## src/rtl/stopwatch_ctrl.sv

```systemverilog
// Stopwatch sequencer: owns the mm:ss.cc counter, split register and display registers.
// State flags change on the pulse edge; display lags count/state by one cycle; no backpressure.
module stopwatch_ctrl #(
  parameter int MAX_MIN    = 59,
  parameter int CS_PER_SEC = 100
) (
  input  logic       clk,
  input  logic       rst_n,
  input  logic       tick_cs,
  input  logic       start,
  input  logic       stop,
  input  logic       split,
  input  logic       reset,
  output logic [5:0] disp_min,
  output logic [5:0] disp_sec,
  output logic [6:0] disp_cs,
  output logic [1:0] state,
  output logic       running,
  output logic       frozen,
  output logic       overflow
);

  typedef enum logic [1:0] {
    S_IDLE    = 2'b00,
    S_RUN     = 2'b01,
    S_SPLIT   = 2'b10,
    S_STOPPED = 2'b11
  } state_t;

  localparam logic [6:0] CS_LAST  = 7'(CS_PER_SEC - 1);
  localparam logic [5:0] SEC_LAST = 6'd59;
  localparam logic [5:0] MIN_LAST = 6'(MAX_MIN);

  state_t     state_q, state_d;
  logic       load_split, clear_all;
  logic       running_q, frozen_q, overflow_q;
  logic [6:0] cs_q, split_cs_q;
  logic [5:0] sec_q, min_q, split_sec_q, split_min_q;
  logic       cnt_en, cs_last, sec_last, min_last;

  // Pulses not legal in the current state are dropped before priority is applied.
  always_comb begin
    state_d    = state_q;
    load_split = 1'b0;
    clear_all  = 1'b0;
    if (reset) begin
      state_d   = S_IDLE;
      clear_all = 1'b1;
    end else begin
      case (state_q)
        S_IDLE: begin
          if (start) state_d = S_RUN;
        end
        S_RUN: begin
          if (stop) begin
            state_d = S_STOPPED;
          end else if (split) begin
            state_d    = S_SPLIT;
            load_split = 1'b1;
          end
        end
        S_SPLIT: begin
          if (stop)       state_d = S_STOPPED;
          else if (split) state_d = S_RUN;
        end
        S_STOPPED: begin
          if (start) state_d = S_RUN;
        end
        default: state_d = S_IDLE;
      endcase
    end
  end

  always_ff @(posedge clk or negedge rst_n) begin
    if (!rst_n) begin
      state_q   <= S_IDLE;
      running_q <= 1'b0;
      frozen_q  <= 1'b0;
    end else begin
      state_q   <= state_d;
      running_q <= (state_d == S_RUN) || (state_d == S_SPLIT);
      frozen_q  <= (state_d == S_SPLIT);
    end
  end

  // Counting keys off the registered state, so a start tick is lost and a stop tick counts.
  assign cnt_en   = tick_cs && ((state_q == S_RUN) || (state_q == S_SPLIT));
  assign cs_last  = (cs_q == CS_LAST);
  assign sec_last = (sec_q == SEC_LAST);
  assign min_last = (min_q == MIN_LAST);

  always_ff @(posedge clk or negedge rst_n) begin
    if (!rst_n) begin
      cs_q        <= '0;
      sec_q       <= '0;
      min_q       <= '0;
      split_cs_q  <= '0;
      split_sec_q <= '0;
      split_min_q <= '0;
      overflow_q  <= 1'b0;
    end else if (clear_all) begin
      cs_q        <= '0;
      sec_q       <= '0;
      min_q       <= '0;
      split_cs_q  <= '0;
      split_sec_q <= '0;
      split_min_q <= '0;
      overflow_q  <= 1'b0;
    end else begin
      if (cnt_en) begin
        if (cs_last) begin
          cs_q <= '0;
          if (sec_last) begin
            sec_q <= '0;
            if (min_last) begin
              min_q      <= '0;
              overflow_q <= 1'b1;
            end else begin
              min_q <= min_q + 6'd1;
            end
          end else begin
            sec_q <= sec_q + 6'd1;
          end
        end else begin
          cs_q <= cs_q + 7'd1;
        end
      end
      if (load_split) begin
        split_cs_q  <= cs_q;
        split_sec_q <= sec_q;
        split_min_q <= min_q;
      end
    end
  end

  always_ff @(posedge clk or negedge rst_n) begin
    if (!rst_n) begin
      disp_min <= '0;
      disp_sec <= '0;
      disp_cs  <= '0;
    end else if (state_q == S_SPLIT) begin
      disp_min <= split_min_q;
      disp_sec <= split_sec_q;
      disp_cs  <= split_cs_q;
    end else begin
      disp_min <= min_q;
      disp_sec <= sec_q;
      disp_cs  <= cs_q;
    end
  end

  assign state    = state_q;
  assign running  = running_q;
  assign frozen   = frozen_q;
  assign overflow = overflow_q;

endmodule

```

## config.mk

```make
export PLATFORM = sky130hd
export DESIGN_NAME = stopwatch_ctrl
export DESIGN_NICKNAME = d
export VERILOG_FILES = /design/src/rtl/stopwatch_ctrl.sv
export SDC_FILE = /design/constraint.sdc
export NUM_CORES = 1
export LEC_CHECK = 0
export CAP_MARGIN = 10
export CORE_MARGIN = 1
export CORE_UTILIZATION = 60
export CTS_CLUSTER_DIAMETER = 40
export CTS_CLUSTER_SIZE = 10
export DETAILED_ROUTE_END_ITERATION = 8
export PLACE_DENSITY = 0.87
export RECOVER_POWER = 100
export SLEW_MARGIN = 20
export SYNTH_ARGS = -nofsm -noshare
export SYNTH_HDL_FRONTEND = slang
export SYNTH_SLANG_ARGS = --single-unit
export TNS_END_PERCENT = 100
```

## constraint.sdc

```tcl
create_clock -name clk -period 5.1 [get_ports clk]
set_input_delay 1.53 -clock clk [delete_from_list [all_inputs] [get_ports clk]]
set_output_delay 1.53 -clock clk [all_outputs]
set_load 0.01 [all_outputs]
```

==> key figures, run 1 <==
Clocking
  – Clock Pin Slew Worst Setup and Hold Paths: ~0.07 ns
  – CTS max path bufs: 2
  – Post-CTS Resized: 0
  – Post-CTS setup buffers: 0
  – Cts hold-fix bufs: 0
  – Clk sink count: 62
  – # H-tree levels: 3
  – CTS buffer count: 9
  – Clk_lat worst skew: roughly 0.34 ns
  – Root Driver: clkbuf_8
  – TritonCTS clock tree: done

Floorplanning
  – Die Area: ~4900 um^2
  – Core Region: between 4000 and 5000 um^2
  – Die height: 70.16 um
  – Horiz. Die Dim: around 70 um
  – Ports: 31
  – FP Rows: 24
  – Initial Util: a little over three fifths

Detailed routing
  – Via-to-Cell Ratio: approximately 6.0
  – Remaining DRCs: 0
  – DR iter-0 viols: ~150
  – Wire per inst: about 16 um
  – DRT antenna net count: 0
  – Initial DRT Pass Iterations: 4
  – DRT Wirelength: approximately 5.5 mm
  – DR vias: between 2000 and 2500

Placed design
  – IO buf count: 30
  – DP HPWL: about 3.3 mm
  – Pre-CTS setup slack: 1.644 ns
  – # placed instances: 335
  – Gp weighted congestion: approximately 0.86

Status
  – Status: completed

Synthesis
  – EDFF count, synth: 0
  – Seq cells post-synth: 62
  – Mux cell area share after synthesis: 8.752%
  – Sequential share of the synthesized area: a little under three fifths
  – Share of flip-flops with an asynchronous set or reset: 100.0%
  – Post-Syn Nets: 276
  – Post-synthesis cell type count: 39
  – Synth warn: 0
  – Post-Synth Adder-Cell Area: about 2.7%
  – Top-area cell type share of the netlist area: between 50% and 60%
  – Ys flop type: dfrtp_1
  – Top post-synthesis cells by count: 62 x dfrtp_1, 52 x nand2_1, 36 x a21oi_1, 19 x mux2_2
  – Synth Area in Compound Gates: a little under an eighth
  – Syn Std Cell Area: around 2800 um^2
  – Main combinational cell family by area after synthesis: simple AND/OR/NAND/NOR gates
  – Mean Syn Cell Area: about 11 um^2
  – Area leader, netlist: dfrtp_1
  – Post-Synth XOR/XNOR Area: less than 1%
  – Most common cell in the synthesized netlist: dfrtp_1
  – Mapped Cells: ~260
  – Synth Area in Simple Gates: between 10% and 20%
  – Synth top area cells: dfrtp_1 56%, mux2_2 7.7%, nand2_1 7.0%, a21oi_1 6.5%, ha_1 2.7%

STA
  – Unrepaired setup endpoints after global routing: no
  – Normalized max-slew margin: between 20% and 30%
  – Final setup fails: 0
  – Min cycle time layout: ~3.3 ns
  – Layout Skew: around 0.0076 ns
  – Fraction of the cycle the final worst path needs: about 65%
  – Setup slack after layout: 1.784 ns
  – Final Hold Viols: 0
  – Max Slew Vio Count: 0
  – Worst slew pin tran: about 1.1 ns
  – Fmax: between 0.3 and 0.4 GHz
  – Setup TNS: 0 ns

GRT
  – Largest net degree at the start of global routing: 63
  – Initial antenna violation count: 0
  – Remaining global-route overflow: 0
  – Global-route wire length before repair: between 9 and 10 mm
  – Number of global-route vias before repair: ~2000
  – GR Util All Layers: ~25%

Final layout
  – Layout cells sized above 1: 13.38%
  – Ant. Diodes: 0
  – Final net count: between 300 and 400
  – Post-route non-filler standard cell count: around 350
  – Area Overhead vs Synth: 19.93%

Flow run
  – Max cap viols: 0

Critical path
  – CP endpoint kind: flip-flop
  – CP required: ~5.4 ns
  – CP max FO: 19
  – CP arrival: ~3.6 ns
  – CP Class: in2reg
  – CP Launch Type: input port

Power and ir drop
  – Peak supply drop: 0.0003251 V
  – Power Density: 387.9 nW/um^2
  – LEAKAGE: around 1.6 nW

Min path
  – Hold Path Class: reg2reg
flip-flops by register name (all words and copies together), names as in the netlist, 2 cells and up:
name,flops
split_cs_q,7
cs_q,7
state,2
disp_sec,6
split_sec_q,6
disp_min,6
split_min_q,6
min_q,6
sec_q,6
disp_cs,7
cells by family (layout without fill, tap and decap cells):
logic type / Yosys count / in the layout
simple gates: 94 / 94
mux: 22 / 22
xor+xnor: 3 / 3
flops: 62 / 62
fa+ha+maj: 6 / 6
compound gates: 59 / 59
buf+inv: 17 / 53
metal layers:
metal	wire length (um)	global-route usage, %	vias up
met2	2639	38.25	77
met1	2413	34.06	1037
met5	0	0	-
met4	135	14.44	0
met3	315	5.339	13
li1	-	-	979
final timing paths:
path / slack [ns] / to / depth (start not counted) / startpoint
max in group asynchronous: 3.26 / disp_min[2] / 2 / rst_n
min reg2reg: 0.51 / disp_cs[1] / 1 / split_cs_q[1]
max reg2reg: 2.77 / min_q[5] / 6 / state[0]
max: 1.78 / split_min_q[2] / 5 / stop
min in group asynchronous: 1.33 / cs_q[6] / 2 / rst_n
min: 0.51 / disp_cs[1] / 1 / split_cs_q[1]
critical path, stage by stage:
cell and delay (ns):
dlygate4sd3_1 0.57, nor2b_1 0.20, and2_0 0.90, nand2_1 0.17, a21oi_1 0.19
through the flow:
step / cell area (um^2) / total power (W) / hold WS, ns / util [%]
after global placement: 3110 / 0.0007766 / 0.4872 / 70.46
after global routing: 3343 / 0.001353 / 0.5240 / 75.74
after CTS: 3363 / 0.001316 / 0.5098 / 76.19
after floorplan: 2788 / 0.0006907 / 0.4793 / -
after detailed placement: 3110 / 0.0007842 / 0.4883 / 70.46
final: 3343 / 0.001297 / 0.5065 / 75.74
power breakdown:
part	internal, W	leakage [nW]	switching (W)	total, W
registers	0.000524	0.856	0.0000307	0.000555
clock network	0.000342	0.129	0.000188	0.000530
logic	0.0000939	0.572	0.000118	0.000212
total	0.000960	1.56	0.000337	0.00130
layout make-up:
cell class,count,area (um^2)
Fill cell,296,1071
Sequential cell,62,1551
Inverter,5,18.77
Multi-Input combinational cell,184,1149
Timing Repair Buffer,32,306.5
Tap cell,52,65.06
Clock inverter,2,60.06
Clock buffer,14,192.7
cells in the final DEF (no fill, tap or decap), drive strengths merged, types with 3 or more instances in the layout:
master and instances:
nand2 52, o21ai 9, inv 5, clkbuf 15, a21oi 36, nor2 8
or3 5, dlygate4sd3 27, nand3b 3, dfrtp 62, nand3 6, and3 3
o31ai 3, and2 3, mux2 19, xor2 3, ha 6, and4b 3
mux2i 3
No activity file was read; power rests on OpenSTA's default activity.
==> inputs of run 2 (changes only) <==
--- a/config.mk
+++ b/config.mk
@@ -7,11 +7,11 @@
 export LEC_CHECK = 0
 export CAP_MARGIN = 10
 export CORE_MARGIN = 1
-export CORE_UTILIZATION = 60
+export CORE_UTILIZATION = 55
 export CTS_CLUSTER_DIAMETER = 40
 export CTS_CLUSTER_SIZE = 10
 export DETAILED_ROUTE_END_ITERATION = 8
-export PLACE_DENSITY = 0.87
+export PLACE_DENSITY = 0.81
 export RECOVER_POWER = 100
 export SLEW_MARGIN = 20
 export SYNTH_ARGS = -nofsm -noshare
==> constraint.sdc (replaced) <==
create_clock -name clk -period 3.2 [get_ports clk]
set_input_delay 0.96 -clock clk [delete_from_list [all_inputs] [get_ports clk]]
set_output_delay 0.96 -clock clk [all_outputs]
set_load 0.01 [all_outputs]
==> key figures, run 2 (synthesis results as in run 1) <==
Status
  – Status: complete, but fails checks
  – Failing checks: capacitance limit, slew limit

Clocking
  – Post-CTS setup buffers: 0
  – Clock Pin Slew Worst Setup and Hold Paths: approximately 0.070 ns
  – Clk sink count: a little over 60
  – Cts hold-fix bufs: 0
  – Post-CTS Resized: 0
  – Root Driver: clkbuf_8
  – Clk_lat worst skew: around 0.33 ns
  – CTS max path bufs: 2
  – # H-tree levels: 3
  – TritonCTS clock tree: done
  – CTS buffer count: 9

Detailed routing
  – Remaining DRCs: 0
  – Met2 wire length: around 2.6 mm
  – Metal-1 WL: 2.435 mm
  – Top sig layer: met4
  – DR vias: approximately 2000
  – WL met3: 274 um
  – Initial DRT Pass Iterations: 4
  – DRT Wirelength: around 5.4 mm
  – Wire per inst: between 10 and 15 um
  – DR iter-0 viols: 120
  – Via-to-Cell Ratio: approximately 5.5
  – DRT antenna net count: 0

Critical path
  – Reg-to-Reg Start: state[0]
  – CP endpoint kind: flip-flop
  – FF-to-FF End: min_q[5]
  – CP max FO: 9
  – Reg2reg setup slack: 0.89 ns
  – CP Class: in2reg
  – CP required: about 3.5 ns
  – CP Launch Type: input port
  – CP arrival: between 2 and 3 ns
  – FF-to-FF path depth: 6

Final layout
  – Post-route non-filler standard cell count: about 370
  – Most frequent cells in the layout: 62 x dfrtp_1, 52 x nand2_1, 36 x a21oi_1
  – Multi-input gate area: between 1000 and 1500 um^2
  – Register Area: approximately 1600 um^2
  – Area Overhead vs Synth: 18.31%
  – Top Registers: cs_q (7), disp_cs (7), split_cs_q (7)
  – Ant. Diodes: 0
  – Fin util: between 60 and 70%
  – Commonest non-fill, non-tap cell in the layout: dfrtp_1
  – Fin area: 3298 um^2
  – Fill count: 366
  – Final net count: slightly above 300
  – Layout cells sized above 1: approximately an eighth

GRT
  – Largest net degree at the start of global routing: 33
  – Initial antenna violation count: 0
  – Number of global-route vias before repair: 1991
  – Global-route wire length before repair: between 9 and 10 mm
  – GR Util All Layers: between 20% and 30%
  – Remaining global-route overflow: 0

Placed design
  – Area post-placement: around 3200 um^2
  – Pre-CTS setup slack: ~0.52 ns
  – Gp weighted congestion: between 0.8 and 0.9
  – DP HPWL: 3.684 mm
  – # placed instances: 353
  – IO buf count: 30

Min path
  – Hold Path Class: reg2reg
  – Hold path start: split_sec_q[0]
  – Worst Hold Path EP: disp_sec[0]
  – Hold depth: 1

STA
  – Worst slew pin tran: 1.753 ns
  – Max Slew Vio Count: 32
  – Min cycle time layout: about 2.6 ns
  – Final Hold Viols: 0
  – Final setup fails: 0
  – Setup slack after layout: 0.6329 ns
  – Unrepaired setup endpoints after global routing: no
  – Layout Skew: about 0.0076 ns
  – Fraction of the cycle the final worst path needs: between 80% and 90%
  – Fmax: 0.3896 GHz
  – Setup TNS: 0 ns
  – Normalized max-slew margin: -16.85%

Floorplanning
  – Die height: approximately 73 um
  – FP Rows: 25
  – Ports: 31
  – Die Area: around 5400 um^2
  – Core Region: roughly 4800 um^2
  – Initial Util: around three fifths
  – Horiz. Die Dim: 73.20 um

Power and ir drop
  – Power Density: 542.0 nW/um^2
  – Peak supply drop: approximately 0.00040 V
  – LEAKAGE: ~1.5 nW

Flow run
  – Max cap viols: 1
==> run 2: cell count changes in the layout (fill, tap and decap cells not counted) <==
cell             delta
clkinv_2            +2
buf_2               -1
clkbuf_8            -4
buf_4               +2
buf_12              +1
bufinv_16           -2
clkbuf_1            +3
clkdlybuf4s50_1     -1
dlygate4sd3_1       +1
==> run 2: layout make-up <==
cell class                      count  share of cell area [%]
Clock buffer                       12                   4.401
Clock inverter                      2                  0.3035
Inverter                            5                  0.5690
Multi-Input combinational cell    184                   34.83
Sequential cell                    62                   47.04
Tap cell                           67                   2.542
Timing Repair Buffer               35                   10.32
==> run 2: metal layers <==
| layer | global-route usage, % | up-vias |
|---|---|---|
| met5 | 0 | - |
| met4 | 12.64 | 0 |
| met3 | 5.387 | 6 |
| met2 | 37.55 | 42 |
| met1 | 29.95 | 981 |
| li1 | - | 988 |
==> run 2: how the worst max path moves through the flow <==
| stage | slack [ns] | from | end |
|---|---|---|---|
| floorplan | 1.09 | tick_cs | min_q[2] |
| global placement | 0.57 | tick_cs | min_q[2] |
| detailed placement | 0.52 | tick_cs | min_q[5] |
| CTS | 0.85 | tick_cs | min_q[5] |
| global route | 0.53 | stop | split_cs_q[0] |
| finish | 0.63 | tick_cs | min_q[5] |
==> run 2: power breakdown <==
group | switching [W] | leakage [nW] | internal [W] | total (W)
Combinational | 0.000192 | 0.589 | 0.000155 | 0.000347
Sequential | 0.0000448 | 0.856 | 0.000835 | 0.000880
Clock | 0.000270 | 0.0821 | 0.000291 | 0.000561
Total | 0.000506 | 1.53 | 0.00128 | 0.00179
==> run 2: worst max-delay path, stage by stage <==
cell and delay, ns:
dlygate4sd3_1 0.58, and4b_1 0.33, nand4_1 0.30, or4_1 0.51, a21oi_1 0.15
==> run 2: per-stage QoR <==
step                      hold WS (ns)  power (W)
after global routing            0.5206   0.001875
after detailed placement        0.4884   0.001263
final                           0.5045   0.001788
after floorplan                 0.4793   0.001101
after CTS                       0.5038   0.001821
after global placement          0.4871   0.001250
